### src/rtl/router_packet_arbiter.sv
`default_nettype none
// ============================================================================
// Module   : router_packet_arbiter
// Purpose  : Packet-lock round-robin arbiter for one router output port,
//            with a flit-count watchdog that forces release.
// Revision : 1.0
// ============================================================================
module router_packet_arbiter #(
  parameter int FLIT_MAX = 16,
  parameter int CW       = $clog2(FLIT_MAX + 1)
) (
  input  logic          CLK,
  input  logic          _RESET,
  input  logic [1:0]    req,
  input  logic [1:0]    tail,
  input  logic          xfer,
  output logic [1:0]    grant,
  output logic          locked,
  output logic [CW-1:0] flit_cnt,
  output logic          err
);

  localparam logic [1:0]    S_IDLE = 2'd0;
  localparam logic [1:0]    S_OWN0 = 2'd1;
  localparam logic [1:0]    S_OWN1 = 2'd2;
  localparam logic [CW-1:0] C_MAX  = CW'(FLIT_MAX);

  logic [1:0]    state_q, state_d;
  logic [CW-1:0] cnt_q, cnt_d;
  logic          last_q, last_d;
  logic          err_q, err_d;

  logic          w_owner;
  logic          w_tail;
  logic [CW-1:0] w_inc;
  logic          w_wdog;
  logic          w_rel;

  // Both requesting: the source that did not own most recently wins.
  function automatic logic [1:0] pick(input logic [1:0] r, input logic l);
    logic [1:0] s;
    case (r)
      2'b01:   s = S_OWN0;
      2'b10:   s = S_OWN1;
      2'b11:   s = l ? S_OWN0 : S_OWN1;
      default: s = S_IDLE;
    endcase
    return s;
  endfunction

  always_ff @(posedge CLK) begin
    if (!_RESET) begin
      state_q <= S_IDLE;
      cnt_q   <= '0;
      last_q  <= 1'b1;
      err_q   <= 1'b0;
    end else begin
      state_q <= state_d;
      cnt_q   <= cnt_d;
      last_q  <= last_d;
      err_q   <= err_d;
    end
  end

  always_comb begin
    w_owner = (state_q == S_OWN1);
    w_tail  = tail[w_owner];
    w_inc   = (cnt_q == C_MAX) ? cnt_q : cnt_q + CW'(1);
    w_wdog  = (w_inc == C_MAX);
    w_rel   = (state_q != S_IDLE) && xfer && (w_tail || w_wdog);
  end

  always_comb begin
    state_d = state_q;
    cnt_d   = cnt_q;
    last_d  = last_q;
    err_d   = err_q;
    case (state_q)
      S_IDLE: state_d = pick(req, last_q);
      S_OWN0, S_OWN1: begin
        if (xfer) begin
          cnt_d = w_inc;
          if (w_rel) begin
            state_d = pick(req, w_owner);
            if (w_wdog && !w_tail) err_d = 1'b1;
          end
        end
      end
      default: state_d = S_IDLE;
    endcase
    // A fresh ownership starts a new packet count and moves the pointer.
    if ((state_d != S_IDLE) && ((state_q == S_IDLE) || w_rel)) begin
      cnt_d  = '0;
      last_d = (state_d == S_OWN1);
    end
  end

  always_comb begin
    grant    = {state_q == S_OWN1, state_q == S_OWN0};
    locked   = (state_q != S_IDLE);
    flit_cnt = cnt_q;
    err      = err_q;
  end

endmodule
`default_nettype wire

### config.mk
export PLATFORM = sky130hd
export DESIGN_NAME = router_packet_arbiter
export DESIGN_NICKNAME = d
export VERILOG_FILES = /design/src/rtl/router_packet_arbiter.sv
export SDC_FILE = /design/constraint.sdc
export NUM_CORES = 1
export LEC_CHECK = 0
export CELL_PAD_IN_SITES_DETAIL_PLACEMENT = 0
export CELL_PAD_IN_SITES_GLOBAL_PLACEMENT = 2
export CORE_MARGIN = 2
export CORE_UTILIZATION = 29
export CTS_CLUSTER_SIZE = 10
export DETAILED_ROUTE_END_ITERATION = 10
export PLACE_DENSITY = 0.85
export SLEW_MARGIN = 20
export SYNTH_ARGS = -nofsm -noshare
export SYNTH_HDL_FRONTEND = slang
export SYNTH_SLANG_ARGS = --single-unit
### constraint.sdc
create_clock -name CLK -period 2.5 [get_ports CLK]
set_input_delay 0.5 -clock CLK [delete_from_list [all_inputs] [get_ports CLK]]
set_output_delay 0.5 -clock CLK [all_outputs]
set_load 0.005 [all_outputs]
Word-level counts from Yosys, hierarchy flattened
Cells that the tools add are included.

storage, ports and cells
  word-level logic and storage cells = 39
  memories kept = 0
  output and inout bits = 9
  RAM bits = 0
  ROM bits = 0
  latch bits = 0
  register bits after elaboration = 9

cells by class
  multipliers = 0
  shift operators = 0
  divide/modulo/power cells = 0
  muxes and demuxes = 10
  reduce and logical (&&, ||, !) cells = 14
  $lt $le $gt $ge = 1
  eq/ne operators = 8
  add/subtract/negate cells = 1
  bitwise gates (word level) = 1

operators by type and width
  cell                                                                          number
  2-bit one-hot mux with 3 select lines                                         2
  5-bit equality test, second input constant                                    2
  2-bit equality test, second input constant                                    4
  2-bit 2-to-1 mux                                                              4
  5-bit by 1-bit adder with 5-bit output, second input constant                 1
  5-bit 2-to-1 mux                                                              1
  2-bit by 1-bit equality test with 1-bit output, second input constant         2
  1-bit logical AND                                                             4
  2-bit one-hot mux with 2 select lines                                         1
  4-bit AND reduction                                                           1
  2-bit nonzero test                                                            2
  2-bit OR reduction                                                            2
  2-bit logical NOT                                                             1
  1-bit logical OR                                                              2
  1-bit by 2-bit less-than comparator with 1-bit output, second input constant  1
  1-bit 2-to-1 mux                                                              2
  2-bit AND reduction                                                           1
  1-bit logical NOT                                                             1
  1-bit NOT                                                                     1

Logic depth before layout (Yosys ltp)
  word-level depth = 11
  gate-level depth with buffers = 9

Worst setup path before layout
Ideal clock, no wire load.

  kind = reg2reg
  start point = register state_q[0]
  end point = register cnt_q[0] (netlist: flit_cnt[0])
  buffers on the path = 1
  cell stages (with the launch flop) = 9
  arrival time = 1978 ps
  required time = 2414 ps
  slack = 437 ps
  clock period less this slack = 2063 ps
  setup time = 86 ps
  cell sequence = dfxtp_1 -> inv_1 -> ha_1 -> clkbuf_1 -> and3b_1 -> a32o_1 -> a31o_2 -> nand4b_4 -> a211oi_1

on the way
  cells in the longest elaborated chain, start to end = 11
  elaborated cells between the ends (all ways) = 20

RTL lines
  what                                                 RTL line  RTL
  start, declared                                      28        logic [1:0] state_q, state_d;
  start signal, assigned                               58        state_q <= state_d;
  2-bit equality test                                  66, 78
  1-bit 2-to-1 mux (implied by the code) (2 in a row)  67        w_tail = tail[w_owner];
  1-bit logical OR                                     70        w_rel = (state_q != S_IDLE) && xfer && (w_tail || w_wdog);
  1-bit logical AND                                    70
  2-bit 2-to-1 mux                                     83        if (w_rel) begin
  2-bit 2-to-1 mux                                     81        if (xfer) begin
  2-bit one-hot mux with 2 select lines                78        case (state_q)
  2-bit nonzero test                                   92        if ((state_d != S_IDLE) && ((state_q == S_IDLE) || w_rel)) begin
  1-bit logical AND                                    92
  2-bit OR reduction (no line)                         --
  end signal, assigned                                 59        cnt_q <= cnt_d;
  end, declared                                        29        logic [CW-1:0] cnt_q, cnt_d;

Several ways; a longest one is shown, not always the timed one. The select of a mux whose other input is x is not followed.
A chain may end at the register's enable or synchronous reset.

Worst setup path after layout
  start point = register state_q[0]
  end point = register cnt_q[1] (netlist: flit_cnt[1])

Same word-level chain as after synthesis.

==> flow_summary.yaml <==
placed_design:
  dp_cells: 136
  portBuffers: 15
  place_area_sq_um: 956
  dp_hpwl_mm: 1.47
  place_congestion: 0.836
  place_ws_ps: 232
clock_network:
  postCtsHoldBufs: 0
  cts_root_buf: "clkbuf_4"
  post-cts-setup-buffers: 0
  cts_tree: "built"
  cts_resized: 0
  cts_buffers: 3
  clk_latency_ps: 250
  htree_levels: 1
  cts.clk_slew.worst_paths_ps: 60
  clock_sinks: 9
  cts.path.max_buffers: 2
timing:
  hold_viol_final: 0
  setup_viol: 0
  finalMaxSlewViolations: 0
  setup_ws_ps: 256
  whs_ps: 513
  fmax_ghz: 0.446
  period_minus_slack_ps: 2240
  tns_ps: 0
  clock_skew_ps: 6.60
  grt_setup_unrepaired: "false"
  period_share_pct: 89.8
  slew_headroom_pct: 75.4
  max_slew.worst_pin.slew_ps: 368
critical_path:
  cp_data_arrival_time_ps: 2410
  ff2ff_setup_slack_ps: 260
  critPathLaunch: "state_q[0]"
  startpoint_type: "register"
  rr_endpoint: "flit_cnt[1]"
  end_kind: "register"
  reg2reg_depth: 7
  endpoint: "flit_cnt[1]"
  required_ps: 2660
  rr_startpoint: "state_q[0]"
  worstPathMaxFanout: 8
  criticalPathCategory: "reg -> reg"
floorplanning:
  core_sq_um: 2500
  die_w_um: 55.6
  rows: 18
  ios: 16
  dieHeight_um: 55.6
  die-area_sq_um: 3090
  initial_core_util_pct: 30.9
finish:
  nets: 124
  final_layout_size_suffix_gt1_share_pct: 11.8
  syn_to_final_growth_pct: 27.2
  instances_no_fill: 140
  nFillCells: 252
  final_area_sq_um: 982
  utilization_pct: 39.3
  diodes: 0
synthesis:
  netlist_area_sq_um: 772
  yosysTopAreaCell: "dfxtp_1"
  synth_area_leaders: "dfxtp_1 (23%), ha_1 (9.7%), a21oi_1 (3.9%), mux2i_1 (3.9%), a211oi_1 (3.9%)"
  netlist_instances: 92
  ys_seq_area_share_pct: 23.3
  ys_ff_latch: 9
  syn_area_per_cell_sq_um: 8.39
  synthDistinctLibCells: 39
  async_flop_share_pct: 0
  synth_edf_count: 0
  ys.flop_type: "dfxtp_1"
  synth_fp_nets: 105
  post-synth-top-area-fraction_pct: 23.3
  yosys_warnings: 0
power_and_ir_drop:
  cellInternalPower_uw: 407
  max-vdd-ir-drop_uv: 290
  leakagePower_nw: 0.387
  total_power_uw: 665
  combPwrFrac_pct: 54.9
  p_per_area_nw_per_um2: 678
  p_clk_share_pct: 15.9
  seqPwrFrac_pct: 29.1
  p_sw_share_pct: 38.9
  p_sw_uw: 259
global_route:
  grt_max_degree: 9
  grt_overflow: 0
  grt_usage_pct: 11.9
  grt_pass1_vias: 648
  grt_first_pass_wirelength_mm: 2.97
  antenna_found_initial: 0
routing:
  ant_nets: 0
  drt_iter0_markers: 12
  dr.pass1.iters: 4
  drc_errors: 0
  routedWlPerCell_um: 12.8
  routed_wl_mm: 1.79
  via_per_inst: 5.24
  vias: 734
status:
  status: "finished, final reports clean"
worst_hold_path:
  min_path_type: "reg -> reg"
flow_run:
  cap_violations: 0
critical path, cell delays in order, from the launching register on:
cell and delay, ps:
dfxtp_1 430, inv_1 90, ha_1 420, and3b_1 250, a32o_1 260, a31o_2 230
nand4b_4 200, a211oi_1 250
Yosys cell counts (2+ instances only):
| cell type | instances |
|---|---|
| o21ai_0 | 2 |
| mux2i_1 | 3 |
| nor2_1 | 7 |
| nand3_1 | 3 |
| nand2b_1 | 4 |
| xnor2_1 | 3 |
| nand2_1 | 7 |
| a21oi_1 | 6 |
| dfxtp_1 | 9 |
| nor3_1 | 4 |
| and3b_1 | 2 |
| ha_1 | 6 |
| inv_1 | 7 |
| a211oi_1 | 4 |
cell families after synthesis:
logic type | synth area share [%]
mux | 5.35
xor+xnor | 3.40
simple gates | 26.3
compound gates | 27.1
buf+inv | 4.86
flops | 23.3
fa+ha+maj | 9.72
routing by layer:
metal	part of all wire, %	routed length, um	GRT usage [%]	vias to the layer above
li1	-	-	-	375
met2	47	833	18.9	10
met3	2.5	44	1.40	4
met1	50	886	16.2	345
met4	1.2	21	5.23	0
met5	0	0	0	-
cells in the final DEF, fill, tap and decap left out, types with 3 or more instances in the layout:
cell / instances
a211oi_1: 4
ha_1: 6
nor3_1: 4
inv_1: 7
nand3_1: 3
a21oi_1: 6
xnor2_1: 3
clkdlybuf4s50_1: 15
nor2_1: 7
nand2b_1: 4
clkbuf_4: 3
nand2_1: 7
mux2i_1: 3
dfxtp_1: 9
sequential cells by signal (all words and copies together) (netlist names):
name / flops
last_q: 1
flit_cnt: 5
state_q: 2
err: 1
how the worst min path moves through the flow:
| stage | from | to | slack (ps) | cells past startpoint |
|---|---|---|---|---|
| after floorplan | err | err | 460 | 2 |
| after global placement | err | err | 510 | 2 |
| after detailed placement | err | err | 490 | 2 |
| after CTS | err | err | 510 | 2 |
| after global routing | err | err | 540 | 2 |
| final | err | err | 510 | 2 |
layout make-up:
cell class | count | area [sq um] | area share, %
Timing Repair Buffer | 16 | 158 | 16.1
Multi-Input combinational cell | 74 | 554 | 56.4
Sequential cell | 9 | 180 | 18.3
Tap cell | 30 | 37.5 | 3.82
Inverter | 7 | 26.3 | 2.68
Clock buffer | 4 | 26.3 | 2.68
power groups by stage:
stage	Sequential [mW]	Clock, mW	Combinational [mW]
floorplan	0.188	0	0.267
global placement	0.199	0	0.370
detailed placement	0.198	0	0.365
CTS	0.194	0.109	0.367
global route	0.198	0.114	0.408
finish	0.194	0.106	0.366
No activity file was read; power rests on OpenSTA's default activity.
